===== src/rtl/lift_pkg.sv =====
// lift_pkg -- shared definitions for the hall-call encoder.
//   * call codes presented to the lift controller, indexed by btn bit
//   * lift direction codes as reported by the lift controller
//   * encoder FSM state encoding
package lift_pkg;

  localparam int NUM_CALLS = 6;

  // Call codes, in btn bit order.
  localparam logic [2:0] CODE_1U = 3'b001;
  localparam logic [2:0] CODE_2U = 3'b010;
  localparam logic [2:0] CODE_3U = 3'b011;
  localparam logic [2:0] CODE_2D = 3'b110;
  localparam logic [2:0] CODE_3D = 3'b111;
  localparam logic [2:0] CODE_4D = 3'b100;

  // Direction codes; 2'b11 is not named and behaves like STAY.
  typedef enum logic [1:0] {
    DIR_UP   = 2'b00,
    DIR_DOWN = 2'b01,
    DIR_STAY = 2'b10
  } dir_e;

  typedef enum logic [1:0] {
    ST_IDLE    = 2'b00,
    ST_PRESENT = 2'b01,
    ST_MOVING  = 2'b10,
    ST_DONE    = 2'b11
  } enc_state_e;

  // Map a pending-bit index to the code driven on req_code.
  function automatic logic [2:0] call_code(input logic [2:0] idx);
    logic [2:0] code;
    case (idx)
      3'd0:    code = CODE_1U;
      3'd1:    code = CODE_2U;
      3'd2:    code = CODE_3U;
      3'd3:    code = CODE_2D;
      3'd4:    code = CODE_3D;
      3'd5:    code = CODE_4D;
      default: code = CODE_1U;
    endcase
    return code;
  endfunction

  // Only UP and DOWN count as lift motion; STAY and 2'b11 do not.
  function automatic logic dir_is_motion(input logic [1:0] dir);
    return (dir == DIR_UP) || (dir == DIR_DOWN);
  endfunction

endpackage


===== src/rtl/lift_call_encoder_if.sv =====
// lift_call_encoder_if -- hall-call side and lift-controller side signals.
//   btn       : hall-call button pulses (bit order _1U,_2U,_3U,_2D,_3D,_4D)
//   lift_dir  : direction reported by the lift controller
//   req_code  : call code presented to the lift controller
//   req_valid : high while a call is presented or being served
//   pending   : latched outstanding calls, btn bit order
// master drives btn/lift_dir (environment), slave is the encoder.
interface lift_call_encoder_if;
  logic [5:0] btn;
  logic [1:0] lift_dir;
  logic [2:0] req_code;
  logic       req_valid;
  logic [5:0] pending;

  modport master (
    output btn,
    output lift_dir,
    input  req_code,
    input  req_valid,
    input  pending
  );

  modport slave (
    input  btn,
    input  lift_dir,
    output req_code,
    output req_valid,
    output pending
  );
endinterface


===== src/rtl/rr_arbiter6.sv =====
// rr_arbiter6 -- combinational 6-way round-robin picker.
//   req         : request vector
//   ptr         : index searched first (0..5)
//   grant_idx   : first requesting index at or after ptr, wrapping 5 -> 0
//   grant_valid : any request present
module rr_arbiter6 (
  input  logic [5:0] req,
  input  logic [2:0] ptr,
  output logic [2:0] grant_idx,
  output logic       grant_valid
);

  logic [2:0] cand_idx [6];
  logic [5:0] cand_hit;

  // Candidate gi is the index visited gi steps after ptr.
  generate
    for (genvar gi = 0; gi < 6; gi++) begin : g_cand
      logic [3:0] sum;
      assign sum           = {1'b0, ptr} + 4'(gi);
      assign cand_idx[gi]  = (sum >= 4'd6) ? 3'(sum - 4'd6) : sum[2:0];
      assign cand_hit[gi]  = req[cand_idx[gi]];
    end
  endgenerate

  // Walk from the farthest candidate back so the nearest hit wins.
  always_comb begin
    grant_valid = 1'b0;
    grant_idx   = 3'd0;
    for (int k = 5; k >= 0; k--) begin
      if (cand_hit[k]) begin
        grant_valid = 1'b1;
        grant_idx   = cand_idx[k];
      end
    end
  end

endmodule


===== src/rtl/lift_call_encoder.sv =====
// lift_call_encoder -- latches hall-call button presses and presents them
// one at a time, round-robin, to the lift controller request input.
//   clk  : rising-edge clock
//   rst  : synchronous active-high reset
//   bus  : slave side of lift_call_encoder_if (btn, lift_dir in;
//          req_code, req_valid, pending out)
// A presented call is served either by lift motion followed by two
// consecutive non-motion cycles, or in place after TIMEOUT cycles of
// presentation without motion.
module lift_call_encoder
  import lift_pkg::*;
#(
  parameter int MIN_HOLD = 4,
  parameter int TIMEOUT  = 32
) (
  input logic              clk,
  input logic              rst,
  lift_call_encoder_if.slave bus
);

  localparam int              CNT_W    = $clog2(TIMEOUT);
  localparam logic [CNT_W-1:0] CNT_MAX  = CNT_W'(TIMEOUT - 1);
  localparam logic [CNT_W-1:0] HOLD_MIN = CNT_W'(MIN_HOLD);

  enc_state_e       state_reg, state_next;
  logic [5:0]       pending_reg, pending_next;
  logic [2:0]       ptr_reg, ptr_next;
  logic [2:0]       sel_reg, sel_next;
  logic [CNT_W-1:0] cnt_reg, cnt_next;
  logic [2:0]       code_reg, code_next;
  logic             stay_reg, stay_next;
  logic             valid_reg, valid_next;

  logic       motion;
  logic [2:0] grant_idx;
  logic       grant_valid;

  assign motion = dir_is_motion(bus.lift_dir);

  rr_arbiter6 u_arb (
    .req         (pending_reg),
    .ptr         (ptr_reg),
    .grant_idx   (grant_idx),
    .grant_valid (grant_valid)
  );

  // State register.
  always_ff @(posedge clk) begin
    if (rst) begin
      state_reg <= ST_IDLE;
    end else begin
      state_reg <= state_next;
    end
  end

  // Next-state logic.
  always_comb begin
    state_next = state_reg;
    case (state_reg)
      ST_IDLE: begin
        if (grant_valid) state_next = ST_PRESENT;
      end
      ST_PRESENT: begin
        // Motion is only accepted once the code has been held long enough;
        // motion takes priority over the in-place timeout.
        if ((cnt_reg >= HOLD_MIN) && motion) begin
          state_next = ST_MOVING;
        end else if ((cnt_reg == CNT_MAX) && !motion) begin
          state_next = ST_DONE;
        end
      end
      ST_MOVING: begin
        // stay_reg remembers that the previous MOVING cycle was non-motion.
        if (!motion && stay_reg) state_next = ST_DONE;
      end
      ST_DONE: begin
        state_next = ST_IDLE;
      end
      default: state_next = ST_IDLE;
    endcase
  end

  // Register-input logic for the datapath.
  always_comb begin
    pending_next = pending_reg | bus.btn;
    ptr_next     = ptr_reg;
    sel_next     = sel_reg;
    cnt_next     = cnt_reg;
    code_next    = code_reg;
    stay_next    = 1'b0;
    valid_next   = (state_next == ST_PRESENT) || (state_next == ST_MOVING);

    case (state_reg)
      ST_IDLE: begin
        cnt_next = '0;
        if (grant_valid) begin
          sel_next  = grant_idx;
          code_next = call_code(grant_idx);
        end
      end
      ST_PRESENT: begin
        if (cnt_reg != CNT_MAX) cnt_next = cnt_reg + 1'b1;
      end
      ST_MOVING: begin
        stay_next = !motion;
      end
      ST_DONE: begin
        // A press landing in this same cycle re-sets the bit being cleared.
        pending_next = (pending_reg & ~(6'd1 << sel_reg)) | bus.btn;
        ptr_next     = (sel_reg == 3'd5) ? 3'd0 : 3'(sel_reg + 3'd1);
      end
      default: ;
    endcase
  end

  // Datapath registers.
  always_ff @(posedge clk) begin
    if (rst) begin
      pending_reg <= '0;
      ptr_reg     <= 3'd0;
      sel_reg     <= 3'd0;
      cnt_reg     <= '0;
      code_reg    <= CODE_1U;
      stay_reg    <= 1'b0;
      valid_reg   <= 1'b0;
    end else begin
      pending_reg <= pending_next;
      ptr_reg     <= ptr_next;
      sel_reg     <= sel_next;
      cnt_reg     <= cnt_next;
      code_reg    <= code_next;
      stay_reg    <= stay_next;
      valid_reg   <= valid_next;
    end
  end

  assign bus.req_code  = code_reg;
  assign bus.req_valid = valid_reg;
  assign bus.pending   = pending_reg;

endmodule

===== src/flat_wrapper.sv =====
// flat-port wrapper written by rule: the top's interface ports become plain ports
module lift_call_encoder_flat import lift_pkg::*;
#(
  parameter int MIN_HOLD = 4,
  parameter int TIMEOUT  = 32
)
  (clk, rst, bus_btn, bus_lift_dir, bus_req_code, bus_req_valid, bus_pending);
  lift_call_encoder_if bus_i ();
  input logic clk;
  input logic rst;
  input wire logic [$bits(bus_i.btn)-1:0] bus_btn;
  input wire logic [$bits(bus_i.lift_dir)-1:0] bus_lift_dir;
  output wire logic [$bits(bus_i.req_code)-1:0] bus_req_code;
  output wire logic [$bits(bus_i.req_valid)-1:0] bus_req_valid;
  output wire logic [$bits(bus_i.pending)-1:0] bus_pending;
  assign bus_i.btn = bus_btn;
  assign bus_i.lift_dir = bus_lift_dir;
  assign bus_req_code = bus_i.req_code;
  assign bus_req_valid = bus_i.req_valid;
  assign bus_pending = bus_i.pending;
  lift_call_encoder #(.MIN_HOLD(MIN_HOLD), .TIMEOUT(TIMEOUT)) u_core (.clk(clk), .rst(rst), .bus(bus_i));
endmodule

===== config.mk =====
export PLATFORM = sky130hd
export DESIGN_NAME = lift_call_encoder_flat
export DESIGN_NICKNAME = d
export VERILOG_FILES = /design/src/rtl/lift_pkg.sv /design/src/rtl/lift_call_encoder_if.sv /design/src/rtl/rr_arbiter6.sv /design/src/rtl/lift_call_encoder.sv /design/src/flat_wrapper.sv
export SDC_FILE = /design/constraint.sdc
export NUM_CORES = 1
export LEC_CHECK = 0
export CAP_MARGIN = 20
export CORE_ASPECT_RATIO = 0.5
export CORE_MARGIN = 2
export CORE_UTILIZATION = 40
export CTS_CLUSTER_SIZE = 12
export DETAILED_ROUTE_END_ITERATION = 10
export PLACE_DENSITY = 0.57
export REMOVE_ABC_BUFFERS = 1
export SYNTH_ARGS = -nofsm -noshare
export SYNTH_HDL_FRONTEND = slang
export SYNTH_SLANG_ARGS = --single-unit

===== constraint.sdc =====
create_clock -name clk -period 4.5 [get_ports clk]
set_clock_uncertainty 0.1 [all_clocks]
set_input_delay 0.675 -clock clk [delete_from_list [all_inputs] [get_ports clk]]
set_output_delay 0.675 -clock clk [all_outputs]
set_load 0.05 [all_outputs]

Word-level counts from Yosys, hierarchy flattened

Index checks and enable logic that the tools add are counted.

Register bits: 24
Input bits: 10
Word-level logic and storage cells: 107

$add $sub $neg: 13
$lt $le $gt $ge: 13
Equal/unequal tests: 15
Shifts and indexed selects: 1
Muxes and demuxes: 40
Bitwise operators: 5
Reduce and logical (&&, ||, !) cells: 12

Operator list:

| cell                                                                         | number |
|---|---|
| 3-bit 2-to-1 mux                                                             | 13 |
| 3-bit by 4-bit less-than comparator with 1-bit output, second input constant | 6 |
| 4-bit by 3-bit >= comparator with 1-bit output, second input constant        | 5 |
| 1-bit binary-select mux with 3-bit select                                    | 6 |
| 3-bit subtractor, second input constant                                      | 6 |
| 3-bit case mux with 5 select lines                                           | 1 |
| 1-bit 2-to-1 mux                                                             | 12 |
| 6-bit OR                                                                     | 2 |
| 5-bit case mux with 2 select lines                                           | 1 |
| 3-bit == test, second input constant                                         | 3 |
| 3-bit by 2-bit adder with 4-bit output, second input constant                | 2 |
| 3-bit by 3-bit adder with 4-bit output, second input constant                | 2 |
| 2-bit 2-to-1 mux                                                             | 4 |
| 2-bit case mux with 4 select lines                                           | 1 |
| 6-bit AND                                                                    | 1 |
| 2-bit by 1-bit == test with 1-bit output, second input constant              | 3 |
| 2-bit == test, second input constant                                         | 3 |
| 3-bit by 2-bit == test with 1-bit output, second input constant              | 2 |
| 6-bit 2-to-1 mux                                                             | 1 |
| 6-bit inverter                                                               | 1 |
| 1-bit by 3-bit left shift with 6-bit output, first input constant            | 1 |
| 5-bit by 1-bit adder with 5-bit output, second input constant                | 1 |
| 5-bit == test, second input constant                                         | 1 |
| 5-bit by 3-bit >= comparator with 1-bit output, second input constant        | 1 |
| 15 further kinds                                                             | 20 |

Longest topological paths before layout

Word-level depth: 15
Depth in mapped cells: 14

Modules after synthesis

A second synthesis with hierarchy kept.

Cell total of the unflattened synthesis: 260
Area total of the unflattened synthesis: 1996.9 µm²

Modules (own cells, without submodules):

| module            | times used | cells each | area each (µm²) |
|---|---|---|---|
| lift_call_encoder | 1          | 132        | 1113.6 |
| rr_arbiter6       | 1          | 128        | 883.3 |

Worst setup path before layout

OpenSTA, ideal clock, no wires.

Path type: reg2reg
Start: register u_core.ptr_reg[0]
End: register u_core.code_reg[1] (netlist: u_core.bus.req_code[1])
Library setup time: 103 ps
Arrival: 2955 ps
Required time: 4297 ps
Slack: 1341 ps
Stages on the path, launching flop included: 14
Clock period less this slack: 3159 ps
Cell sequence: dfxtp_1 > buf_6 > buf_4 > inv_1 > ha_1 > nor2b_2 > or4_4 > a211o_1 > o311a_4 > and3_4 > a211oi_4 > buf_6 > nor2_2 > a2111oi_2

Word-level cells in the longest chain between the ends: 13

Ends and longest elaborated chain:

| what                                                                               | RTL line                 | source |
|---|---|---|
| start, declared                                                                    | lift_call_encoder.sv:27  | `logic [2:0] ptr_reg, ptr_next;` |
| start signal, assigned                                                             | lift_call_encoder.sv:128 | `ptr_reg <= ptr_next;` |
| 3-bit by 3-bit adder with 4-bit output                                             | rr_arbiter6.sv:20        | `assign sum = {1'b0, ptr} + 4'(gi);` |
| 4-bit by 3-bit >= comparator with 1-bit output or 3-bit subtractor (tied branches) | rr_arbiter6.sv:21        | `assign cand_idx[gi] = (sum >= 4'd6) ? 3'(sum - 4'd6) : sum[2:0];` |
| 3-bit 2-to-1 mux                                                                   | rr_arbiter6.sv:21        |  |
| 1-bit binary-select mux with 3-bit select                                          | rr_arbiter6.sv:22        | `assign cand_hit[gi] = req[cand_idx[gi]];` |
| 1-bit 2-to-1 mux (not written as such)                                             | rr_arbiter6.sv:22        |  |
| 3-bit 2-to-1 mux (6 in series)                                                     | rr_arbiter6.sv:31        | `if (cand_hit[k]) begin` |
| 3-bit == test (tied with other cells)                                              | lift_pkg.sv:34           | `case (idx)` |
| 3-bit case mux with 5 select lines                                                 | lift_pkg.sv:34           |  |
| end signal, assigned                                                               | lift_call_encoder.sv:131 | `code_reg <= code_next;` |
| end, declared                                                                      | lift_call_encoder.sv:30  | `logic [2:0] code_reg, code_next;` |

Parallel ways exist; a longest one is shown, timed or not. The select of a mux whose other input is x is not followed.
A chain may end at the register's enable or synchronous reset.

Final worst setup path

Start: register u_core.ptr_reg[2]
End: register u_core.code_reg[1] (netlist: u_core.bus.req_code[1])

The elaborated chain is that of the path after synthesis.

==> results.py <==
metrics = {
    "outcome": {
        "outcome": "complete, no violations",
    },
    "floorplan": {
        "core_um2": 4950,
        "start_util_pct": 41.9,
        "die_y_um": 54.9,
        "die-area_um2": 5820,
        "ios": 20,
        "rows": 18,
        "die_w_um": 106,
    },
    "setup_path": {
        "cp_max_fo": 15,
        "path_buf_inv": 0,
        "cp_top_family": "compound AO/OA/AOI/OAI gates",
        "slowest_stage": "dfxtp_1",
        "path_cells": "ha_1 -> and2_1 -> or4_1 -> a21oi_1 -> a221oi_1 -> nand3_1 -> o21ai_0 -> nor3_1 -> a2111oi_2",
        "startpoint_type": "flop",
        "max_stage_delay_ps": 740,
        "path_class": "reg2reg",
        "crit_path_start": "u_core.ptr_reg[2]",
        "cp.arrival_ps": 3700,
        "crit_required_ps": 4560,
        "cp-end-kind": "flop",
        "rr_startpoint": "u_core.ptr_reg[2]",
    },
    "synth": {
        "synthTopCellsByArea": "dfxtp_1, ha_1, nor2_1",
        "syn_inst": 249,
        "synth_enable_flop_cells": 0,
        "synthDistinctLibCells": 64,
        "async_reset_ff_share_pct": 0,
        "yosysTopAreaCell": "dfxtp_1",
        "synth_ff_type": "dfxtp_1",
        "yosysWarnings": 0,
        "yosysSeqAreaShare_pct": 23.1,
        "postSynthAreaPerCell_um2": 8.34,
        "ys_ff_latch": 24,
        "syn_area_um2": 2080,
        "synthDominantCellAreaShare_pct": 23.1,
    },
    "timing": {
        "finalSetupViolations": 0,
        "finalCriticalPeriod_ps": 3650,
        "relSlewSlack_pct": 41.1,
        "fmax_mhz": 274,
        "hold_viol_final": 0,
        "fin_tns_setup_ps": 0,
        "final_max_slew_viol_count": 0,
        "worst_pin_slew_ps": 880,
        "rsz0062_at_grt": "no",
        "post-route-period-util_pct": 81.0,
        "worst_slack_ps": 854,
    },
    "power": {
        "peakVddDrop_uv": 236,
        "finalPower_uw": 529,
        "powerDensity_nw_per_um2": 228,
        "p_leak_nw": 0.862,
    },
    "hold_path": {
        "hp-class": "reg2reg",
        "worstHoldStart": "u_core.bus.req_code[2]",
    },
    "cts": {
        "htreeDepth": 1,
        "clk_latency_ps": 270,
        "cts_tree": "built",
        "cts_hold_buffers": 0,
        "cts_resized": 0,
        "cts_buffers": 3,
        "cts_setup_buffers": 0,
        "cts_buffer_depth": 2,
        "clock-sinks": 24,
        "clk_pin_slew_worst_paths_ps": 80,
        "cts_root_buf": "clkbuf_8",
    },
    "run": {
        "maxCapViolations": 0,
    },
    "layout": {
        "drive_gt1_share_pct": 10.8,
        "largest_reg_flops": 6,
        "fin_nets": 282,
        "insertedDiodeCount": 0,
        "fin_cells": 329,
        "fin_area_um2": 2320,
        "area_delta_synth_final_pct": 11.7,
        "nFillCells": 515,
    },
    "detailed_routing": {
        "routed_wl_um": 4700,
        "drt-wirelength-per-cell_um": 14.3,
        "drtIter0Drc": 74,
        "drt_pass1_iterations": 4,
        "drc": 0,
        "num_vias": 1828,
        "postRouteAntennaNets": 0,
        "vias_per_cell": 5.56,
    },
    "global_route": {
        "grt_pass1_wl_um": 7910,
        "grt_antenna_before_repair": 0,
        "grt_overflow_total": 0,
        "first_global_vias": 1657,
        "grt_max_degree": 25,
        "grt_usage_pct": 17.2,
    },
    "place": {
        "dpl_cell_area_um2": 2260,
        "gp_congestion": 0.836,
        "numPortBuffers": 18,
        "dp_cells": 325,
        "place_ws_ps": 876,
        "hpwl_um": 3460,
    },
}
metal layers:
| layer | vias to the layer above | global-route usage, % | wire length, µm |
|---|---|---|---|
| met5 | - | 0 | 0 |
| met4 | 0 | 3.29 | 10 |
| met3 | 2 | 2.58 | 130 |
| met2 | 31 | 29.8 | 2140 |
| met1 | 861 | 23.5 | 2420 |
| li1 | 934 | - | - |
cells by family (layout without fill, tap and decap cells):
family                     count (synthesis)  count (layout)  synth area share, %
AOI/OAI and AO/OA                         72              72                 25.7
xor gates and xnor gates                   7               7                 3.32
adders and majority gates                 12              12                 7.23
buffers and inverters                     23              33                 6.21
DFF                                       24              24                 23.1
muxes                                     13              13                 8.44
and+or+nand+nor                           98              98                 26.0
final timing paths:
check	to	slack (ps)	cells past startpoint
worst max-delay path	u_core.bus.req_code[1]	850	9
worst min-delay path	u_core.bus.req_code[2]	410	2
worst max register to register	u_core.bus.req_code[1]	850	9
worst min register to register	u_core.bus.req_code[2]	410	2
placed cells by master, fill, tap and decap left out, drive strengths merged, types with 3 or more instances in the layout:
| cell | count |
|---|---|
| nor2 | 35 |
| dfxtp | 24 |
| a21oi | 23 |
| clkdlybuf4s50 | 18 |
| ha | 12 |
| nand2 | 11 |
| o21ai | 10 |
| inv | 9 |
| mux2i | 8 |
| nand2b | 7 |
| nor2b | 7 |
| a211oi | 7 |
| nand3 | 6 |
| nor3 | 5 |
| xnor2 | 5 |
| and3 | 5 |
| nand3b | 4 |
| a22oi | 4 |
| nand4 | 4 |
| clkbuf | 4 |
| o31ai | 4 |
| or3 | 4 |
| a211o | 3 |
| mux2 | 3 |
stage by stage:
step,hold WS [ps],utilization [%]
floorplan,373,-
global placement,388,45.7
detailed placement,399,45.7
CTS,411,46.8
global route,446,46.8
finish,409,46.8
cell usage after synthesis (2+ instances only):
master / instances
nor2_1: 34
dfxtp_1: 24
a21oi_1: 22
ha_1: 12
nand2_1: 11
inv_1: 9
o21ai_0: 9
nand2b_1: 7
mux2i_1: 6
nand3_1: 6
nor2b_1: 6
a211oi_1: 5
nor3_1: 5
xnor2_1: 5
a22oi_1: 4
buf_2: 4
buf_6: 4
clkbuf_1: 4
nand3b_1: 4
nand4_1: 4
a211o_1: 3
and3_1: 3
mux2_2: 3
o31ai_1: 3
or3_1: 3
a21o_1: 2
a221oi_1: 2
a41oi_1: 2
and2_1: 2
and3_4: 2
buf_4: 2
mux4_2: 2
o211ai_1: 2
o22ai_1: 2
or3b_1: 2
cell type report:
cell class	instances	area (µm²)	area share [%]
inverters	9	33.8	1.46
flip-flops and latches	24	480	20.7
multi-input cells	202	1470	63.2
well taps	70	87.6	3.78
clock buffers	4	55.1	2.37
repair buffers	20	195	8.42
power breakdown:
part | total (mW) | switching, mW | internal [mW] | leakage (nW)
registers | 0.241 | 0.0157 | 0.225 | 0.197
logic | 0.143 | 0.0845 | 0.0580 | 0.635
clock network | 0.145 | 0.0670 | 0.0781 | 0.0288
total | 0.529 | 0.167 | 0.361 | 0.862
worst register-to-register path, cell delays in order (launching register included):
cell       delay [ps]
dfxtp_1           740
ha_1              520
and2_1            280
or4_1             140
a21oi_1            80
a221oi_1          610
nand3_1           130
o21ai_0           500
nor3_1            120
a2111oi_2         320
(Power assumes the default switching activity.)
